==> config.mk <==
export PLATFORM = sky130hd
export DESIGN_NAME = captura_codigo
export DESIGN_NICKNAME = d
export VERILOG_FILES = /design/src/rtl/captura_codigo.sv
export SDC_FILE = /design/constraint.sdc
export NUM_CORES = 1
export LEC_CHECK = 0
export CAP_MARGIN = 25
export CORE_ASPECT_RATIO = 2
export CORE_UTILIZATION = 51
export CTS_CLUSTER_DIAMETER = 100
export DETAILED_ROUTE_END_ITERATION = 10
export PLACE_DENSITY = 0.78
export SLEW_MARGIN = 10
export SYNTH_ARGS = -nofsm -noshare
export SYNTH_HDL_FRONTEND = slang
export SYNTH_SLANG_ARGS = --single-unit
==> constraint.sdc <==
create_clock -name clk -period 2.2 [get_ports clk]
set_input_delay 0.22 -clock clk [delete_from_list [all_inputs] [get_ports clk]]
set_output_delay 0.22 -clock clk [all_outputs]
set_load 0.005 [all_outputs]
==> src/rtl/captura_codigo.sv <==
// N-digit keypad code capture with inter-digit timeout; holds the code until ok. Optional erase via CAPTURA_APAGAR_EN.
// Latency: one cycle from digito_valido/ok/cancelar/apagar to registered outputs.
// Backpressure: none; digit strobes arriving while the code is held are dropped.
module captura_codigo #(
    parameter int NUM_DIGITOS    = 3,
    parameter int DIGITO_W       = 4,
    parameter int TIMEOUT_CICLOS = 1000,
    localparam int IDX_W = (NUM_DIGITOS > 1) ? $clog2(NUM_DIGITOS) : 1,
    localparam int TMR_W = $clog2(TIMEOUT_CICLOS)
) (
    input  logic                            clk,
    input  logic                            rst_n,
    input  logic                            digito_valido,
    input  logic [DIGITO_W-1:0]             digito,
    input  logic                            ok,
    input  logic                            cancelar,
    input  logic                            apagar,
    output logic [NUM_DIGITOS*DIGITO_W-1:0] codigo,
    output logic [NUM_DIGITOS-1:0]          en_digito,
    output logic [IDX_W-1:0]                indice,
    output logic                            codigo_valido,
    output logic                            clear,
    output logic                            timeout
);

    typedef enum logic [1:0] {
        ESPERA    = 2'd0,
        CAPTURA   = 2'd1,
        BLOQUEADO = 2'd2
    } estado_t;

    localparam logic [IDX_W-1:0] ULTIMO  = IDX_W'(NUM_DIGITOS - 1);
    localparam logic [TMR_W-1:0] TMR_MAX = TMR_W'(TIMEOUT_CICLOS - 1);

    estado_t          estado;
    logic [TMR_W-1:0] timer;

`ifndef CAPTURA_APAGAR_EN
    logic unusedApagar;
    assign unusedApagar = apagar;
`endif

    always_ff @(posedge clk or negedge rst_n) begin
        if (!rst_n) begin
            estado        <= ESPERA;
            codigo        <= '0;
            en_digito     <= '0;
            indice        <= '0;
            codigo_valido <= 1'b0;
            clear         <= 1'b1;
            timeout       <= 1'b0;
            timer         <= '0;
        end else begin
            en_digito <= '0;
            timeout   <= 1'b0;
            if (cancelar) begin
                estado        <= ESPERA;
                codigo        <= '0;
                indice        <= '0;
                codigo_valido <= 1'b0;
                clear         <= 1'b1;
                timer         <= '0;
            end
`ifdef CAPTURA_APAGAR_EN
            else if (apagar && estado == CAPTURA) begin
                timer <= '0;
                if (indice > IDX_W'(1)) begin
                    indice <= indice - 1'b1;
                    codigo[(int'(indice) - 1)*DIGITO_W +: DIGITO_W] <= '0;
                end else begin
                    // Erasing the only digit abandons the entry.
                    estado <= ESPERA;
                    codigo <= '0;
                    indice <= '0;
                    clear  <= 1'b1;
                end
            end else if (apagar && estado == BLOQUEADO) begin
                estado        <= CAPTURA;
                codigo[(NUM_DIGITOS-1)*DIGITO_W +: DIGITO_W] <= '0;
                indice        <= ULTIMO;
                codigo_valido <= 1'b0;
                timer         <= '0;
            end
`endif
            else if (digito_valido && (estado == ESPERA || estado == CAPTURA)) begin
                // In ESPERA indice is already 0, so both states share the write path.
                codigo[int'(indice)*DIGITO_W +: DIGITO_W] <= digito;
                en_digito[indice] <= 1'b1;
                timer             <= '0;
                clear             <= 1'b0;
                if (indice == ULTIMO) begin
                    estado        <= BLOQUEADO;
                    indice        <= '0;
                    codigo_valido <= 1'b1;
                end else begin
                    estado <= CAPTURA;
                    indice <= indice + 1'b1;
                end
            end else begin
                case (estado)
                    ESPERA: begin
                        timer <= '0;
                    end
                    CAPTURA: begin
                        if (timer == TMR_MAX) begin
                            estado  <= ESPERA;
                            codigo  <= '0;
                            indice  <= '0;
                            clear   <= 1'b1;
                            timeout <= 1'b1;
                            timer   <= '0;
                        end else begin
                            timer <= timer + 1'b1;
                        end
                    end
                    BLOQUEADO: begin
                        timer <= '0;
                        if (ok) begin
                            estado        <= ESPERA;
                            codigo        <= '0;
                            codigo_valido <= 1'b0;
                            clear         <= 1'b1;
                        end
                    end
                    default: begin
                        estado        <= ESPERA;
                        codigo        <= '0;
                        indice        <= '0;
                        codigo_valido <= 1'b0;
                        clear         <= 1'b1;
                        timer         <= '0;
                    end
                endcase
            end
        end
    end

endmodule

==> results of run 1 <==
==> layer usage <==
layer / up-vias / track usage / part of all wire
li1: 622 / - / -
met5: - / 0 / 0
met1: 618 / 0.2410 / 0.37
met2: 29 / 0.4172 / 0.56
met4: 0 / 0.1355 / 0.032
met3: 12 / 0.05055 / 0.033
==> critical path, delay by kind of cell (launching register included) <==
family,cells,cell delay [ps]
compound gates,2,600
fa+ha+maj,1,190
simple gates,2,490
flops,1,370
==> synthesized netlist by cell type (all sizes together), types with 3 or more instances <==
| library cell | n |
|---|---|
| inv | 12 |
| nor2 | 22 |
| nand3 | 3 |
| a21oi | 7 |
| buf | 4 |
| xor2 | 4 |
| dfrtp | 31 |
| a221oi | 4 |
| ha | 6 |
| o21ai | 6 |
| nor3 | 5 |
| xnor2 | 4 |
| nand2 | 11 |
| nand4 | 3 |
| a22o | 4 |
| and2 | 3 |
| o211ai | 4 |
| and3 | 4 |
==> registers in the layout, summed over array words and instances, names as in the netlist <==
| register | cells |
|---|---|
| codigo | 12 |
| indice | 2 |
| en_digito | 3 |
| estado | 2 |
| timeout | 1 |
| timer | 10 |
| clear | 1 |
| codigo_valido | 1 |
==> power by group through the flow <==
stage | sequential [W] | clock, W | combinational (W)
after floorplan | 0.000629 | 0 | 0.0000679
after global placement | 0.000629 | 0 | 0.000144
after detailed placement | 0.000630 | 0 | 0.000148
after CTS | 0.000619 | 0.000476 | 0.000149
after global routing | 0.000621 | 0.000498 | 0.000162
final | 0.000619 | 0.000464 | 0.000148
==> final cells by class <==
type	count	area, sq um	area share
tap	30	37.54	0.01846
timing repair buffer	32	310.3	0.1526
clock buffer	6	82.58	0.04062
clock inverter	2	10.01	0.004923
sequential	32	802.0	0.3945
inverter	12	45.04	0.02215
multi-input combinational	110	745.7	0.3668
==> layout by cell type (no fill, tap or decap), drive strengths merged, types with 5 or more instances in the layout <==
master | Yosys | layout
dfrtp | 31 | 31
nor2 | 22 | 22
clkbuf | 1 | 6
inv | 12 | 12
nand2 | 11 | 11
clkdlybuf4s50 | 0 | 28
a21oi | 7 | 7
nor3 | 5 | 5
ha | 6 | 6
o21ai | 6 | 6
==> through the flow <==
step / total power (W) / cells / hold slack [ps] / utilization
after floorplan: 0.0006964 / 159 / -75.59 / -
after global placement: 0.0007731 / 216 / 458.6 / 0.6517
after detailed placement: 0.0007783 / 216 / 454.3 / 0.6517
after CTS: 0.001245 / 224 / 346.8 / 0.6828
after global routing: 0.001281 / 224 / 369.7 / 0.6828
final: 0.001231 / 224 / 329.8 / 0.6828
==> kinds of logic (layout without fill, tap and decap cells) <==
family / Yosys count / after routing
compound gates: 34 / 34
xor+xnor: 8 / 8
buf+inv: 17 / 52
flops: 32 / 32
fa+ha+maj: 6 / 6
simple gates: 62 / 62
==> worst max-delay path by stage <==
stage,end
after detailed placement,codigo[7]$_DFFE_PN0P_
final,codigo[7]$_DFFE_PN0P_
after global routing,codigo[7]$_DFFE_PN0P_
after floorplan,codigo[4]$_DFFE_PN0P_
after CTS,codigo[7]$_DFFE_PN0P_
after global placement,codigo[0]$_DFFE_PN0P_
==> results.toml, run 1 <==
[sta]
setup_tns_ps = 0
finalMaxSlewViolations = 0
min_period_over_period = 0.8174
tightest_slew_ps = 525.5
hold_viol_final = 0
finClkSkew_ps = 5.829
finalWorstSetupSlack_ps = 401.8
max_freq_ghz = 0.5561
setup-violations-final = 0
rsz0062_at_grt = "no"
min_period_ps = 1798
max_slew_margin = 0.6470

[yosys]
synthCells = 159
synth_area_leaders = "dfrtp_1 48%, ha_1 4.6%, nor2_1 4.2%"
synth_area_per_cell_sq_um = 10.22
syn_area_sq_mm = 0.001625
yosysWarnings = 0
synth.distinct_cells = 45
synth.area.mux_share = 0
yosysSeqAreaShare = 0.4935
synth-edff-count = 0
synth_flop_cell = "dfrtp_1"
synth-seq-cells = 32
synth_top_family_by_area = "simple AND/OR/NAND/NOR gates"
syn-num-nets = 175
synth_compound_area_frac = 0.1501
synthArstFlopShare = 1.000
synth_fa_ha_area_frac = 0.04619
synthXorXnorAreaFrac = 0.04311
yosysTopAreaCell = "dfrtp_1"
synth_top_area_share = 0.4773
synth_simple_gate_area_share = 0.2194

[cells_and_area]
syn2layout_area_growth_pct = 25.10
fill_cells = 245
n_antenna_cell = 0
fin_nets = 209
postLayoutCellArea_sq_mm = 0.002033
final_layout_size_suffix_gt1_frac = 0.1289

[pwr]
swShare = 0.2492
internal_power_w = 0.0009246
switchingPower_w = 0.0003069
power.density_mw_per_mm2 = 605.7
p_leak_nw = 0.8484
p_comb_frac = 0.120
p_seq_frac = 0.503
vdd_drop_max_v = 0.0006116
clockPowerShare = 0.377

[setup_path]
end_kind = "flip-flop"
reg2reg_to = "codigo[7]$_DFFE_PN0P_"
cp_slowest_cell = "a211oi_1"
cp-start-kind = "flip-flop"
critPathKind = "flip-flop to flip-flop"
worstPathCellList = "ha_1, and2_1, nand3_2, a211oi_1, a21oi_1"
arrival_ps = 1950
cp_max_fo = 10
cp_slowest_stage_delay_ps = 510
r2r_cells = 5
crit_start = "timer[0]$_DFF_PN0_"
r2r_start = "timer[0]$_DFF_PN0_"
r2r_slack_ps = 400
critical_path_required_ps = 2350

[placement]
gp_congestion = 0.8296
hpwl_microns = 2683
place_area_sq_mm = 0.001941
io_buffers = 28
pre_cts_ws_ps = 246.7

[global_route]
antenna_found_initial = 0
grt_start_max_net_pins = 33
grtUsageTotal = 0.2313
grt_pass1_wl_microns = 5878
grt_overflow = 0
grt_pass1_vias = 1320

[cts]
clk_root_buffer_cell = "clkbuf_8"
clk_path_buf_depth = 2
insertion_delay_ps = 290
cts_setup_buffers = 0
numCtsBuffers = 5
htreeDepth = 2
path_clk_slew_ps = 70
post_cts_resized = 0
cts_tree = "built"
clock_sinks = 32
postCtsHoldBufs = 0

[drt]
ant_nets = 0
first_pass_iters = 4
wirelength_microns = 3516
vias_per_cell = 5.719
vias = 1281
drt-wirelength-per-cell_microns = 15.70
drt-initial-drc-count = 35
drc = 0

[worst_hold_path]
worst_hold_path_type = "input pin to async pin"

[floorplanning]
fp-row-count = 28
core_sq_mm = 0.002978
initial_utilization = 0.5458
dieWidth_microns = 41.92
fp.dieH_microns = 81.84
io_pins = 30
die-area_sq_mm = 0.003430

[status]
status = "complete, no violations"

[job]
cap_violations = 0
(Power assumes the default switching activity.)
==> run 2: changes to the inputs <==
--- a/config.mk
+++ b/config.mk
@@ -7,10 +7,10 @@
 export LEC_CHECK = 0
 export CAP_MARGIN = 25
 export CORE_ASPECT_RATIO = 2
-export CORE_UTILIZATION = 51
+export CORE_UTILIZATION = 46
 export CTS_CLUSTER_DIAMETER = 100
 export DETAILED_ROUTE_END_ITERATION = 10
-export PLACE_DENSITY = 0.78
+export PLACE_DENSITY = 0.74
 export SLEW_MARGIN = 10
 export SYNTH_ARGS = -nofsm -noshare
 export SYNTH_HDL_FRONTEND = slang
==> constraint.sdc (replaced) <==
create_clock -name clk -period 1.6 [get_ports clk]
set_input_delay 0.16 -clock clk [delete_from_list [all_inputs] [get_ports clk]]
set_output_delay 0.16 -clock clk [all_outputs]
set_load 0.005 [all_outputs]
==> run 2 against run 1 <==
- critical path depth shrank 2
- largest cell class is now multi-input gates
- non-clock buffer count grew 24
- register-to-register slack lost 330 ps
- clock skew shrank 1.5 ps
==> results.toml, run 2 (synthesis gave the netlist of run 1 again) <==
[status]
status = "complete, no violations"

[floorplanning]
io_pins = 30
dieWidth_microns = 44.03
fp.dieH_microns = 86.06
fp-row-count = 30
die-area_sq_mm = 0.003789
core_sq_mm = 0.003378
initial_utilization = 0.4811

[cells_and_area]
largest_register = "codigo"
utilization = 0.6781
reg_top3 = "codigo: 12 flops, timer: 10 flops, en_digito: 3 flops"
largest_register_ffs = 12
fin_nets = 233
fin_cells = 250
syn2layout_area_growth_pct = 40.95
n_antenna_cell = 0
final_layout_size_suffix_gt1_frac = 0.2569
final_common_cell = "dfrtp_1"
layout_common_cells = "31 x dfrtp_1, 28 x clkdlybuf4s50_1, 28 x buf_4"

[cts]
cts_setup_buffers = 0
post_cts_resized = 0
cts_tree = "built"
htreeDepth = 2
postCtsHoldBufs = 0
numCtsBuffers = 5
clock_sinks = 32
insertion_delay_ps = 280
clk_root_buffer_cell = "clkbuf_8"
clk_path_buf_depth = 2
path_clk_slew_ps = 60

[drt]
vias_per_cell = 5.612
first_pass_iters = 6
drc = 0
drt-initial-drc-count = 40
wirelength_microns = 3895
ant_nets = 0
drt-wirelength-per-cell_microns = 15.58
vias = 1403

[setup_path]
critical_path_required_ps = 1820
critPathKind = "flip-flop to flip-flop"
reg2reg_to = "codigo[3]$_DFFE_PN0P_"
arrival_ps = 1740
r2r_cells = 3
cp-start-kind = "flip-flop"
r2r_start = "estado[1]$_DFFE_PN0P_"
r2r_slack_ps = 80
end_kind = "flip-flop"
cp_max_fo = 12

[pwr]
swShare = 0.2462
clockPowerShare = 0.361
power.density_mw_per_mm2 = 768.5
p_comb_frac = 0.159
p_leak_nw = 0.9751
switchingPower_w = 0.0004334
internal_power_w = 0.001327
p_seq_frac = 0.480
vdd_drop_max_v = 0.0005776

[global_route]
grt_overflow = 0
grtUsageTotal = 0.2216
grt_pass1_vias = 1435
grt_start_max_net_pins = 33
antenna_found_initial = 0
grt_pass1_wl_microns = 6292

[worst_hold_path]
worst_hold_path_type = "input pin to async pin"

[placement]
place_inst = 242
gp_congestion = 0.8316
hpwl_microns = 2921
io_buffers = 28
pre_cts_ws_ps = -195.1

[job]
cap_violations = 0

[sta]
min_period_ps = 1524
max_freq_ghz = 0.6560
finClkSkew_ps = 4.295
min_period_over_period = 0.9527
hold_viol_final = 0
tightest_slew_ps = 389.7
setup_tns_ps = 0
holdWs_ps = 278.0
max_slew_margin = 0.7378
finalWorstSetupSlack_ps = 75.71
setup-violations-final = 0
finalMaxSlewViolations = 0
-- run 2: critical path, stage by stage (launching register included) --
cell and delay (ps):
dfrtp_1 400, or4b_4 640, o221ai_4 240, a22o_1 170
-- run 2: area by class of cell --
class                      instances  area [sq um]
clock buffer                       8         90.09
fill                             259          1087
inverter                          12         45.04
multi-input combinational        110         823.3
sequential                        32         802.0
tap                               32         40.04
timing repair buffer              56         490.5
-- run 2: routing by layer --
metal  GRT usage  vias up  part of all wire
met1      0.2366      686              0.38
met4      0.1212        0             0.034
met2      0.3904       37              0.56
met3     0.04000       11             0.028
li1            -      669                 -
met5           0        -                 0
-- run 2: stage by stage --
stage / area (sq um) / total power (W)
floorplan: 1630 / 0.0009591
global placement: 2128 / 0.001103
detailed placement: 2128 / 0.001110
CTS: 2218 / 0.001752
global route: 2291 / 0.001828
finish: 2291 / 0.001761
-- run 2: how the worst max path moves through the flow --
stage / slack, ps / from / end
floorplan: 40 / timer[0]$_DFF_PN0_ / codigo[0]$_DFFE_PN0P_
global placement: -130 / cancelar / codigo[3]$_DFFE_PN0P_
detailed placement: -200 / cancelar / codigo[9]$_DFFE_PN0P_
CTS: 6 / timer[4]$_DFF_PN0_ / codigo[9]$_DFFE_PN0P_
global route: -20 / timer[0]$_DFF_PN0_ / codigo[6]$_DFFE_PN0P_
finish: 80 / estado[1]$_DFFE_PN0P_ / codigo[3]$_DFFE_PN0P_
-- run 2: power groups by stage --
stage | logic, W | registers [W] | clock network [W]
final | 0.000279 | 0.000846 | 0.000636
after global routing | 0.000301 | 0.000848 | 0.000680
after CTS | 0.000253 | 0.000845 | 0.000655
after detailed placement | 0.000251 | 0.000859 | 0
after global placement | 0.000244 | 0.000859 | 0
after floorplan | 0.0000948 | 0.000864 | 0
==> run 3: changes to the inputs <==
--- a/config.mk
+++ b/config.mk
@@ -10,6 +10,7 @@
 export CORE_UTILIZATION = 46
 export CTS_CLUSTER_DIAMETER = 100
 export DETAILED_ROUTE_END_ITERATION = 10
+export GPL_TIMING_DRIVEN = 0
 export PLACE_DENSITY = 0.74
 export SLEW_MARGIN = 10
 export SYNTH_ARGS = -nofsm -noshare
==> run 3 against run 2 <==
- the run now ends with setup timing left
- non-clock buffer count shrank 16
- clock power grew 20%
- global-route usage shrank 0.79 points
- routed wire length grew 1.3%
- cell count shrank 6.0%
- critical endpoint is now codigo[4]$_DFFE_PN0P_
- largest power group unchanged
- highest routed layer unchanged
==> results.toml, run 3 (synthesis gave the netlist of run 1 again) <==
[cts]
htreeDepth = 2
numCtsBuffers = 5
clock_sinks = 32
clk_path_buf_depth = 2
insertion_delay_ps = 290
clk_root_buffer_cell = "clkbuf_8"
path_clk_slew_ps = 70
cts_tree = "built"

[pwr]
vdd_drop_max_v = 0.0008533
power.density_mw_per_mm2 = 822.8
p_leak_nw = 0.9299

[floorplanning]
dieWidth_microns = 44.03
die-area_sq_mm = 0.003789
core_sq_mm = 0.003378
io_pins = 30
fp-row-count = 30
fp.dieH_microns = 86.06
initial_utilization = 0.4811

[global_route]
busiest_layer = "met2"
grt_overflow = 0
grt_pass1_wl_microns = 6037
antenna_found_initial = 0
grt_start_max_net_pins = 33
use_met2 = 0.3476
met1_usage = 0.2441
grt_pass1_vias = 1331
grtUsageMet3 = 0.05895
grtUsageTotal = 0.2137

[cells_and_area]
largest_register = "codigo"
n_antenna_cell = 0
postLayoutCellArea_sq_mm = 0.002273
final_common_cell = "dfrtp_1"
fin_nets = 218
layout_common_cells = "28 x dfrtp_1, 25 x clkdlybuf4s50_1, 18 x nor2_1"
largest_register_ffs = 12
final_layout_size_suffix_gt1_frac = 0.2562
reg_top3 = "codigo: 12 flops, timer: 10 flops, en_digito: 3 flops"
syn2layout_area_growth_pct = 39.88
utilization = 0.6730

[drt]
drt-initial-drc-count = 36
vias_per_cell = 5.847
vias = 1374
wirelength_microns = 3947
drt-wirelength-per-cell_microns = 16.80
drc = 0
ant_nets = 0
first_pass_iters = 6

[sta]
setup_tns_ps = -44.56
rsz0062_at_grt = "yes"
max_freq_ghz = 0.6133
max_slew_margin = 0.5288
hold_viol_final = 0
finalMaxSlewViolations = 0
tightest_slew_ps = 706.8
min_period_ps = 1631
finalWorstSetupSlack_ps = -30.52
min_period_over_period = 1.019
setup-violations-final = 2
finClkSkew_ps = 8.795

[placement]
io_buffers = 28
hpwl_microns = 2712
gp_congestion = 0.7960
place_area_sq_mm = 0.001946

[setup_path]
cp_max_fo = 9
arrival_ps = 1790
critical_path_required_ps = 1760
worstPathCellList = "buf_6, or4b_4, buf_8, o211ai_1, a21oi_1"
cp_slowest_cell = "or4b_4"
cp_slowest_stage_delay_ps = 530
cp-start-kind = "flip-flop"
end_kind = "flip-flop"
critPathKind = "flip-flop to flip-flop"

[status]
violations = "setup timing"
status = "complete, but fails checks"

[worst_hold_path]
worst_hold_path_type = "input pin to flip-flop"

[job]
cap_violations = 0
-- run 3: final cells by class --
class                           instances  area (sq um)
Tap cell                               32         40.04
Sequential cell                        32         805.8
Clock inverter                          2         35.03
Multi-Input combinational cell        111         894.6
Timing Repair Buffer                   37         346.6
Buffer                                  3         33.78
Fill cell                             253          1105
Clock buffer                            6         72.57
Inverter                               12         45.04
-- run 3: final timing paths --
path / from / end / slack [ps] / cells after the start
setup / recovery: estado[1]$_DFFE_PN0P_ / codigo[4]$_DFFE_PN0P_ / -30 / 5
hold / removal: cancelar / indice[1]$_DFFE_PN0P_ / 440 / 2
setup reg to reg: estado[1]$_DFFE_PN0P_ / codigo[4]$_DFFE_PN0P_ / -30 / 5
hold reg to reg: timer[0]$_DFF_PN0_ / timer[0]$_DFF_PN0_ / 480 / 1
max in group asynchronous: rst_n / indice[0]$_DFFE_PN0P_ / 650 / 2
min in group asynchronous: rst_n / codigo[1]$_DFFE_PN0P_ / 450 / 2
-- run 3: critical path, delay by kind of cell (launching register included) --
kind / cells / cell delay [ps]
compound gates: 2 / 290
flops: 1 / 380
simple gates: 1 / 530
buf+inv: 2 / 310
-- run 3: per-stage QoR --
stage	setup slack (ps)	cells	power (W)	hold slack, ps
after floorplan	40.26	159	0.0009591	-135.6
after global placement	-309.0	219	0.001063	464.1
after detailed placement	-384.9	219	0.001069	247.4
after CTS	-4.590	229	0.001858	404.4
after global routing	-116.0	235	0.001939	479.7
final	-30.52	235	0.001870	442.3
-- run 3: routing by layer --
metal / vias to the layer above / routed length [microns]
li1: 645 / -
met3: 9 / 126
met4: 0 / 95
met1: 686 / 1533
met5: - / 0
met2: 34 / 2192
-- run 3: timing repair --
action	CTS	global route
pin swaps	3	6
gates cloned	0	1
setup buffers	2	6
hold buffers	1	0
resized for setup	18	15
endpoints found under the hold margin	31	0
setup endpoints to repair	23	13
-- run 3: where the power goes --
| part | internal, W | switching [W] |
|---|---|---|
| clock network | 0.000462 | 0.000300 |
| registers | 0.000833 | 0.0000161 |
| logic | 0.000125 | 0.000135 |
